[src/rtl/spike_encoder_if.sv]
// spike_encoder_if: character stream handshake and frame abort into the spike encoder
interface spike_encoder_if;
  logic [7:0] char_in;
  logic       char_in_valid;
  logic       char_in_ready;
  logic       flush;
  modport master (output char_in, char_in_valid, flush, input char_in_ready);
  modport slave  (input char_in, char_in_valid, flush, output char_in_ready);
endinterface

[src/rtl/spike_encoder.sv]
// spike_encoder: ASCII character to rate-coded 4-neuron spike frame (burst windows then silent gap)
// Define SPIKE_ENCODER_DROP_EN to add LFSR-driven stochastic spike suppression.
module spike_encoder #(
  parameter logic [4:0] WINDOW_SIZE  = 5'd16,
  parameter logic [3:0] SPIKE_PERIOD = 4'd2,
  parameter logic [3:0] REPEAT_WIN   = 4'd4,
  parameter logic [3:0] GAP_WIN      = 4'd1
) (
  input  logic             clk,
  input  logic             rst_n,
  spike_encoder_if.slave   s_if,
  output logic [3:0]       o_spike_pattern,
  output logic             o_busy,
  output logic             o_frame_start,
  output logic             o_frame_done,
  output logic             o_bad_char
);
  typedef enum logic [1:0] {IDLE, BURST, GAP} state_t;
  state_t     r_state;
  logic [4:0] r_phase;
  logic [3:0] r_win;
  logic [3:0] r_pat;
  logic [3:0] w_map;
  logic       w_ok;
  logic       w_wrap;
  logic [4:0] w_nphase;
  logic [3:0] w_nwin;
  logic [3:0] w_nwins;
  logic       w_last;
  logic       w_nlast;
  logic       w_fire;
  logic       w_tail;
  logic [3:0] w_keep;

  always_comb begin
    w_ok  = 1'b1;
    w_map = 4'b0000;
    case (s_if.char_in)
      8'h41:   w_map = 4'b0001;
      8'h42:   w_map = 4'b0010;
      8'h43:   w_map = 4'b0100;
      8'h44:   w_map = 4'b1000;
      8'h45:   w_map = 4'b0011;
      8'h46:   w_map = 4'b1100;
      8'h47:   w_map = 4'b0101;
      8'h48:   w_map = 4'b1010;
      8'h20:   w_map = 4'b0000;
      default: w_ok  = 1'b0;
    endcase
  end

  assign s_if.char_in_ready = (r_state == IDLE) && !s_if.flush;

  assign w_wrap   = r_phase == WINDOW_SIZE - 5'd1;
  assign w_nphase = w_wrap ? 5'd0 : r_phase + 5'd1;
  assign w_nwin   = w_wrap ? r_win + 4'd1 : r_win;
  assign w_nwins  = (r_state == BURST) ? REPEAT_WIN : GAP_WIN;
  assign w_last   = w_wrap && (r_win == w_nwins - 4'd1);
  assign w_nlast  = (w_nphase == WINDOW_SIZE - 5'd1) && (w_nwin == w_nwins - 4'd1);
  assign w_fire   = (w_nphase % {1'b0, SPIKE_PERIOD}) == 5'd0;
  // the current state is the frame's final segment: GAP, or BURST when there is no gap
  assign w_tail   = (r_state == GAP) || (GAP_WIN == 4'd0);

`ifdef SPIKE_ENCODER_DROP_EN
  logic [7:0] r_lfsr;
  assign w_keep = {|r_lfsr[7:6], |r_lfsr[5:4], |r_lfsr[3:2], |r_lfsr[1:0]};
  always_ff @(posedge clk or negedge rst_n)
    if (!rst_n) r_lfsr <= 8'hA5;
    else if (r_state == BURST) r_lfsr <= {r_lfsr[6:0], r_lfsr[7] ^ r_lfsr[5] ^ r_lfsr[4] ^ r_lfsr[3]};
`else
  assign w_keep = 4'hF;
`endif

  always_ff @(posedge clk or negedge rst_n) begin
    if (!rst_n) begin
      r_state         <= IDLE;
      r_phase         <= 5'd0;
      r_win           <= 4'd0;
      r_pat           <= 4'd0;
      o_spike_pattern <= 4'd0;
      o_busy          <= 1'b0;
      o_frame_start   <= 1'b0;
      o_frame_done    <= 1'b0;
      o_bad_char      <= 1'b0;
    end else if (r_state == IDLE) begin
      o_frame_done  <= 1'b0;
      o_frame_start <= 1'b0;
      o_bad_char    <= 1'b0;
      if (s_if.char_in_valid && s_if.char_in_ready) begin
        if (w_ok) begin
          r_state         <= BURST;
          r_pat           <= w_map;
          r_phase         <= 5'd0;
          r_win           <= 4'd0;
          o_spike_pattern <= w_map & w_keep;
          o_busy          <= 1'b1;
          o_frame_start   <= 1'b1;
        end else begin
          o_bad_char <= 1'b1;
        end
      end
    end else if (s_if.flush || (w_last && w_tail)) begin
      r_state         <= IDLE;
      r_phase         <= 5'd0;
      r_win           <= 4'd0;
      o_spike_pattern <= 4'd0;
      o_busy          <= 1'b0;
      o_frame_start   <= 1'b0;
      o_frame_done    <= 1'b0;
    end else if (w_last) begin
      r_state         <= GAP;
      r_phase         <= 5'd0;
      r_win           <= 4'd0;
      o_spike_pattern <= 4'd0;
      o_frame_start   <= 1'b0;
      o_frame_done    <= 1'b0;
    end else begin
      r_phase         <= w_nphase;
      r_win           <= w_nwin;
      o_spike_pattern <= (r_state == BURST && w_fire) ? r_pat & w_keep : 4'd0;
      o_frame_start   <= 1'b0;
      o_frame_done    <= w_tail && w_nlast;
    end
  end
endmodule
[src/flat_wrapper.sv]
// flat-port wrapper written by rule: the top's interface ports become plain ports
module spike_encoder_flat 
#(
  parameter logic [4:0] WINDOW_SIZE  = 5'd16,
  parameter logic [3:0] SPIKE_PERIOD = 4'd2,
  parameter logic [3:0] REPEAT_WIN   = 4'd4,
  parameter logic [3:0] GAP_WIN      = 4'd1
)
  (clk, rst_n, o_spike_pattern, o_busy, o_frame_start, o_frame_done, o_bad_char, s_if_char_in, s_if_char_in_valid, s_if_flush, s_if_char_in_ready);
  spike_encoder_if s_if_i ();
  input  logic clk;
  input  logic rst_n;
  output logic [3:0] o_spike_pattern;
  output logic o_busy;
  output logic o_frame_start;
  output logic o_frame_done;
  output logic o_bad_char;
  input wire logic [$bits(s_if_i.char_in)-1:0] s_if_char_in;
  input wire logic [$bits(s_if_i.char_in_valid)-1:0] s_if_char_in_valid;
  input wire logic [$bits(s_if_i.flush)-1:0] s_if_flush;
  output wire logic [$bits(s_if_i.char_in_ready)-1:0] s_if_char_in_ready;
  assign s_if_i.char_in = s_if_char_in;
  assign s_if_i.char_in_valid = s_if_char_in_valid;
  assign s_if_i.flush = s_if_flush;
  assign s_if_char_in_ready = s_if_i.char_in_ready;
  spike_encoder #(.WINDOW_SIZE(WINDOW_SIZE), .SPIKE_PERIOD(SPIKE_PERIOD), .REPEAT_WIN(REPEAT_WIN), .GAP_WIN(GAP_WIN)) u_core (.clk(clk), .rst_n(rst_n), .s_if(s_if_i), .o_spike_pattern(o_spike_pattern), .o_busy(o_busy), .o_frame_start(o_frame_start), .o_frame_done(o_frame_done), .o_bad_char(o_bad_char));
endmodule
[config.mk]
export PLATFORM = sky130hd
export DESIGN_NAME = spike_encoder_flat
export DESIGN_NICKNAME = d
export VERILOG_FILES = /design/src/rtl/spike_encoder_if.sv /design/src/rtl/spike_encoder.sv /design/src/flat_wrapper.sv
export SDC_FILE = /design/constraint.sdc
export NUM_CORES = 1
export LEC_CHECK = 0
export CAP_MARGIN = 20
export CORE_ASPECT_RATIO = 0.75
export CORE_MARGIN = 2
export CORE_UTILIZATION = 35
export DETAILED_ROUTE_END_ITERATION = 10
export PLACE_DENSITY_LB_ADDON = 0.08
export SLEW_MARGIN = 15
export SYNTH_ARGS = -nofsm -noshare
export SYNTH_HDL_FRONTEND = slang
export SYNTH_SLANG_ARGS = --single-unit
[constraint.sdc]
create_clock -name clk -period 2.8 [get_ports clk]
set_clock_uncertainty 0.1 [all_clocks]
set_input_delay 0.42 -clock clk [delete_from_list [all_inputs] [get_ports clk]]
set_output_delay 0.42 -clock clk [all_outputs]
set_load 0.03 [all_outputs]
==> summary.txt, run 1 <==
Final layout
  • Ant. Diodes: 0
  • Ratio of cells with drive above 1 in the final layout: ~13%
  • Design area: ~1700 um2
  • Area delta synth->final: 22.5%
  • Final #Nets: between 150 and 200
  • Post-layout util: around 46%
  • Fill cells: 363

Placement
  • GP Congestion: roughly 0.84
  • Post-Place Cell Area: between 1500 and 2000 um2
  • Final HPWL DP: ~2600 um
  • Number of buffers added on ports: 20

Critical path
  • Crit path capture: u_core.r_pat[1]$_DFFE_PN0P_
  • FF-to-FF Start: u_core.r_phase[0]$_DFFE_PN0P_
  • Worst setup SP type: input pin
  • WP data arrival: ~2.5 ns
  • Max incr delay on CP: roughly 0.61 ns
  • R2R Setup Slk: approximately 0.45 ns
  • Kind of critical path: input pin to register
  • R2r endpoint: u_core.o_spike_pattern[3]$_DFFE_PN0P_
  • Worst EP required: 2.84 ns
  • Crit path max fanout: 9
  • Slowest CP cell: or4b_4
  • Worst path cell trace: clkdlybuf4s50_1 -> or4b_4 -> nor3_2 -> nor2_2 -> nor2_8 -> mux2_1
  • CP Capture Type: register
  • Crit. Startpoint: s_if_char_in[5]
  • R2R depth: 5

Timing
  • Sum Neg Setup Slack: 0 ns
  • Min cycle time layout: about 2.4 ns
  • Fmax: between 400 and 500 MHz
  • Slew Limit Fails: 0
  • Final period utilization: 86.2%
  • Least-Margin Pin Slew: 0.694 ns
  • Unrepaired setup endpoints after global routing: no
  • Relative slew margins: between 50% and 60%
  • Final hold vios: 0
  • Final setup viols: 0

Power
  • Clk pwr share: 29.3%
  • Peak VDD IR: 201 uV
  • Net Sw Frac: roughly 27%
  • Lkg Pwr: approximately 0.7 nW
  • Power Density: between 400 and 500 nW/um2
  • Comb power frac: between 10% and 20%
  • Internal power consumption: 507 uW
  • Sequential power share: approximately 53%
  • P_sw: 189 uW

Synthesis
  • Cells after Synth: 141
  • Seq/Total Area, Yosys: between 40% and 50%
  • Top-area cell type share of the netlist area: 41.3%
  • Syn Area/Cell: roughly 10 um2
  • Post-synth EDFFs: 0
  • Synthesized area: 1390 um2
  • Top cells by area, synth: dfrtp_1, o21ai_0, mux2_1
  • Area leader, netlist: dfrtp_1
  • Yosys warns: 0
  • #FFs+latches synth: 23
  • Synthesized Nets: roughly 160
  • FFs w/ async S/R, synth: 100%
  • Ys flop type: dfrtp_1
  • Post-synth top cells: dfrtp_1, nor2_1, nand2_1
  • Post-synth cell types: 52
  • Top-count cell post-synth: dfrtp_1

Floorplan
  • Num rows: 19
  • Num ports: 21
  • Die H: 58.7 um
  • DIE WIDTH: between 70 and 80 um
  • Die ar.: approximately 4500 um2
  • Initial core utilization: a little under two fifths
  • Core Area: about 3700 um2

CTS
  • # Post-CTS Setup Buffers: 0
  • TritonCTS Buffers: 3
  • Skew-Pair Late Insertion Delay: approximately 0.26 ns
  • Cts hold-fix bufs: 0
  • H-tree lvl count: 1
  • Clock root cell: clkbuf_8
  • CTS sink cnt: 23
  • TritonCTS clock tree: yes
  • Clk pin slew, worst setup/hold paths: around 0.080 ns
  • CTS resizes: 0
  • CTS Buffer Depth: 2

GRT
  • GRT overflow: 0
  • Initial antenna violation count: 0
  • Vias in the first global route: 1150
  • GRT Overall Usage: between 15 and 20%
  • Largest net degree at the start of global routing: 24
  • First-pass GRT wire length: between 6000 and 7000 um

Route
  • Post-detailed-route count of antenna-violating nets: 0
  • Vias/cell: ~5.5
  • WL per Instance: about 16 um
  • DRC viols: 0
  • Via count: between 1000 and 1500
  • Starting DRT DRC Count: between 90 and 100
  • DRT Pass-1 Iters: 5
  • Post-Route WL: 3450 um

Hold path
  • Cell depth of the worst min-delay path: 1
  • Worst hold path type: register to register
  • Hold Startpoint: u_core.r_pat[3]$_DFFE_PN0P_

Job
  • Max Cap Viol: 0

Outcome
  • Outcome: completed
-- power groups by stage --
stage | combinational (mW) | sequential [mW] | clock, mW
3_5_place_dp | 0.128 | 0.372 | 0
2_1_floorplan | 0.0628 | 0.379 | 0
4_1_cts | 0.128 | 0.365 | 0.216
3_3_place_gp | 0.125 | 0.371 | 0
5_1_grt | 0.143 | 0.370 | 0.232
6_report | 0.126 | 0.365 | 0.204
-- layout by cell type, fill, tap and decap left out, types with 4 or more instances in the layout --
master           instances
mux2_1                   4
inv_1                    4
buf_4                    5
nand4b_1                 5
o21ai_0                 10
clkdlybuf4s50_1         20
nand2_1                 11
dfrtp_1                 23
nand3_1                  6
nor2_1                  12
-- flip-flops by register name, summed over array words and instances, names as in the netlist --
register,cells
u_core.r_phase,5
u_core.o_spike_pattern,4
u_core.r_pat,4
u_core.r_win,4
u_core.r_state,2
u_core.o_bad_char,1
u_core.o_busy,1
u_core.o_frame_done,1
u_core.o_frame_start,1
-- per-stage QoR --
step	std cells	worst slack [ns]	total power, mW	hold WS (ns)
after CTS	216	0.387	0.709	0.398
after global placement	212	0.119	0.496	0.371
after detailed placement	212	0.106	0.499	0.378
after global routing	216	0.199	0.744	0.413
after floorplan	141	0.455	0.442	0.0244
final	216	0.386	0.695	0.396
-- cell type report --
| class | instances | area [um2] | area share (%) |
|---|---|---|---|
| multi-input cells | 108 | 769 | 45.1 |
| inverters | 4 | 15.0 | 0.879 |
| clock buffers | 4 | 45.0 | 2.64 |
| repair buffers | 25 | 238 | 13.9 |
| flip-flops and latches | 23 | 576 | 33.7 |
| well taps | 52 | 65.1 | 3.81 |
-- critical path: cells and delay by family --
kind,cells,cell delay (ns)
buf+inv,1,0.48
mux,1,0.34
simple gates,4,1.21
-- how the worst min path moves through the flow --
stage | slack [ns] | endpoint
5_1_grt | 0.41 | u_core.r_pat[3]$_DFFE_PN0P_
4_1_cts | 0.40 | u_core.r_pat[3]$_DFFE_PN0P_
3_5_place_dp | 0.38 | u_core.r_pat[3]$_DFFE_PN0P_
2_1_floorplan | 0.02 | u_core.o_bad_char$_DFFE_PN0P_
6_report | 0.40 | u_core.r_pat[3]$_DFFE_PN0P_
3_3_place_gp | 0.37 | u_core.r_pat[1]$_DFFE_PN0P_
-- cells by family (layout without fill, tap and decap cells) --
| group | count (synthesis) | after routing | share of synthesized area, % |
|---|---|---|---|
| simple gates | 63 | 63 | 28.7 |
| compound gates | 32 | 32 | 15.4 |
| flops | 23 | 23 | 41.3 |
| mux | 10 | 10 | 8.71 |
| buf+inv | 10 | 33 | 3.50 |
| fa+ha+maj | 2 | 2 | 1.80 |
| xor+xnor | 1 | 1 | 0.628 |
-- routing by layer --
metal | share of wire (%) | vias to the layer above | routed length (um) | track usage, %
li1 | - | 573 | - | -
met1 | 54 | 592 | 1850 | 26.0
met2 | 42 | 24 | 1450 | 26.1
met3 | 3.9 | 2 | 135 | 3.53
met4 | 0.46 | 0 | 16 | 3.12
met5 | 0 | - | 0 | 0
(Power assumes the default switching activity.)
==> inputs of run 2 (changes only) <==
CORE_UTILIZATION = 50   (was 35)
SETUP_SLACK_MARGIN = 0.05   (was default)
TNS_END_PERCENT = 100   (was default)
==> run 2 against run 1 <==
  * Clock power fell by 2%
  * Cell area fell by 1.2%
  * Worst setup slack improved by 0.065 ns
  * Power fell by 0.19%
  * Critical endpoint is now u_core.o_spike_pattern[2]$_DFFE_PN0P_
  * Combinational power barely moved
  * Die area fell by 28%
  * Via count rose by 1.8%
  * Global-route usage rose by 4.2 points
  * Core utilization rose by 19 points
  * Sequential cell count did not move
  * Largest cell class unchanged
  * Cell count fell by 7.4%
==> summary.txt, run 2 (synthesized netlist as in run 1, its figures left out) <==
Outcome
  • Outcome: completed (unchanged)

Timing
  • Final setup viols: 0 (unchanged)
  • Min cycle time layout: 2.35 ns (was 2.41 ns)
  • Slew Limit Fails: 0 (unchanged)
  • Unrepaired setup endpoints after global routing: no (unchanged)
  • Fmax: 426 MHz (was 414 MHz)
  • Relative slew margins: 53.9% (was 53.2%)
  • Final period utilization: 83.9% (was 86.2%)
  • Sum Neg Setup Slack: 0 ns (unchanged)
  • Final hold vios: 0 (unchanged)
  • Least-Margin Pin Slew: 0.684 ns (was 0.694 ns)

Placement
  • Final HPWL DP: 2240 um (was 2590 um)
  • GP Congestion: 0.818 (was 0.839)
  • Number of buffers added on ports: 20 (unchanged)
  • Inst Count DP: 196 (was 212)
  • Post-Place Cell Area: 1640 um2 (was 1660 um2)

Critical path
  • Worst setup SP type: register (was input pin)
  • Crit path max fanout: 7 (was 9)
  • CP Capture Type: register (unchanged)
  • Crit. Startpoint: u_core.r_phase[0]$_DFFE_PN0P_ (was s_if_char_in[5])
  • WP data arrival: 2.39 ns (was 2.46 ns)
  • FF-to-FF Start: u_core.r_phase[0]$_DFFE_PN0P_ (unchanged)
  • Kind of critical path: register to register (was input pin to register)
  • Worst EP required: 2.84 ns (about the same)

CTS
  • CTS sink cnt: 23 (unchanged)
  • Cts hold-fix bufs: 0 (unchanged)
  • H-tree lvl count: 1 (unchanged)
  • Skew-Pair Late Insertion Delay: 0.26 ns (about the same)
  • CTS Buffer Depth: 2 (unchanged)
  • # Post-CTS Setup Buffers: 0 (unchanged)
  • Clock root cell: clkbuf_8 (unchanged)
  • TritonCTS Buffers: 3 (unchanged)
  • TritonCTS clock tree: yes (unchanged)
  • CTS resizes: 0 (unchanged)
  • Clk pin slew, worst setup/hold paths: 0.08 ns (about the same)

Route
  • Post-detailed-route count of antenna-violating nets: 0 (unchanged)
  • DRT Pass-1 Iters: 4 (was 5)
  • DRC viols: 0 (unchanged)
  • WL per Instance: 15.3 um (was 16.0 um)
  • Post-Route WL: 3050 um (was 3450 um)
  • Via count: 1213 (was 1191)
  • Vias/cell: 6.07 (was 5.51)
  • Starting DRT DRC Count: 74 (was 94)

Floorplan
  • DIE WIDTH: 65.0 um (was 76.9 um)
  • Num rows: 16 (was 19)
  • Num ports: 21 (unchanged)
  • Die ar.: 3230 um2 (was 4510 um2)
  • Initial core utilization: 53.1% (was 37.3%)
  • Die H: 49.7 um (was 58.7 um)
  • Core Area: 2620 um2 (was 3730 um2)

Power
  • Comb power frac: 18.5% (was 18.2%)
  • Power Density: 411 nW/um2 (was 407 nW/um2)
  • Internal power consumption: 507 uW (about the same)
  • Lkg Pwr: 0.701 nW (was 0.699 nW)
  • Sequential power share: 52.8% (was 52.5%)
  • Net Sw Frac: 26.9% (was 27.1%)
  • Clk pwr share: 28.6% (was 29.3%)
  • P_sw: 187 uW (was 189 uW)
  • Peak VDD IR: 277 uV (was 201 uV)

Final layout
  • Area delta synth->final: 21.1% (was 22.5%)
  • Most frequent cells in the layout: dfrtp_1, clkdlybuf4s50_1, nor2_1 (unchanged)
  • Ant. Diodes: 0 (unchanged)
  • Ratio of cells with drive above 1 in the final layout: 12.8% (unchanged)
  • Design area: 1690 um2 (was 1710 um2)
  • Commonest non-fill, non-tap cell in the layout: dfrtp_1 (unchanged)
  • Largest register FFs: 5 (unchanged)
  • Largest Register: u_core.r_phase (unchanged)
  • Final #Nets: 179 (unchanged)
  • Finished Layout Cells: 200 (was 216)

Hold path
  • Hold Startpoint: u_core.r_pat[3]$_DFFE_PN0P_ (unchanged)
  • Worst hold path type: register to register (unchanged)

GRT
  • Initial antenna violation count: 0 (unchanged)
  • Largest net degree at the start of global routing: 24 (unchanged)
  • GRT Overall Usage: 21.5% (was 17.3%)
  • First-pass GRT wire length: 5360 um (was 6070 um)
  • Vias in the first global route: 1143 (was 1150)
  • GRT overflow: 0 (unchanged)

Job
  • Max Cap Viol: 0 (unchanged)
run 2: cell counts in the layout (fill, tap and decap cells not counted):
Identical to the previous run, type by type.
run 2: metrics by stage:
stage	hold WS [ns]	power, mW	setup slack (ns)	util, %
4_1_cts	0.392	0.702	0.446	64.4
3_5_place_dp	0.374	0.500	0.208	62.6
3_3_place_gp	0.368	0.495	0.274	62.6
5_1_grt	0.410	0.740	0.336	64.4
6_report	0.396	0.694	0.451	64.4
2_1_floorplan	0.0244	0.442	0.455	-
run 2: metal layers:
layer	share of wire (%)	GRT usage, %	wire length (um)	vias up
met2	43	31.1	1320	41
met1	50	32.1	1540	589
met5	0	0	0	-
li1	-	-	-	577
met3	5.2	5.48	158	6
met4	1.2	4.61	36	0
run 2: final timing paths:
check                           slack [ns]  cells past startpoint                                    end
worst max-delay path                  0.45                      5  u_core.o_spike_pattern[2]$_DFFE_PN0P_
worst min-delay path                  0.40                      1            u_core.r_pat[3]$_DFFE_PN0P_
worst max register to register        0.45                      5  u_core.o_spike_pattern[2]$_DFFE_PN0P_
worst min register to register        0.40                      1            u_core.r_pat[3]$_DFFE_PN0P_
max in group asynchronous             1.94                      2            u_core.r_win[3]$_DFFE_PN0P_
min in group asynchronous             0.42                      2          u_core.o_bad_char$_DFFE_PN0P_
run 2: worst max-delay path, cell delays in order, from the launching register on:
cell,delay (ns)
dfrtp_1,0.47
ha_1,0.25
nand4b_1,0.33
nor4_2,0.59
o21ai_0,0.21
mux2_4,0.28
run 2: final cells by class:
| cell class | instances | area (um2) |
|---|---|---|
| Clock buffer | 4 | 45.0 |
| Fill cell | 208 | 935 |
| Inverter | 4 | 15.0 |
| Multi-Input combinational cell | 108 | 769 |
| Sequential cell | 23 | 576 |
| Tap cell | 36 | 45.0 |
| Timing Repair Buffer | 25 | 238 |
run 2: power by group through the flow:
stage / combinational, mW / sequential (mW) / clock (mW)
after global placement: 0.124 / 0.371 / 0
after floorplan: 0.0628 / 0.379 / 0
after CTS: 0.128 / 0.365 / 0.209
after detailed placement: 0.127 / 0.373 / 0
final: 0.129 / 0.367 / 0.199
after global routing: 0.142 / 0.369 / 0.230
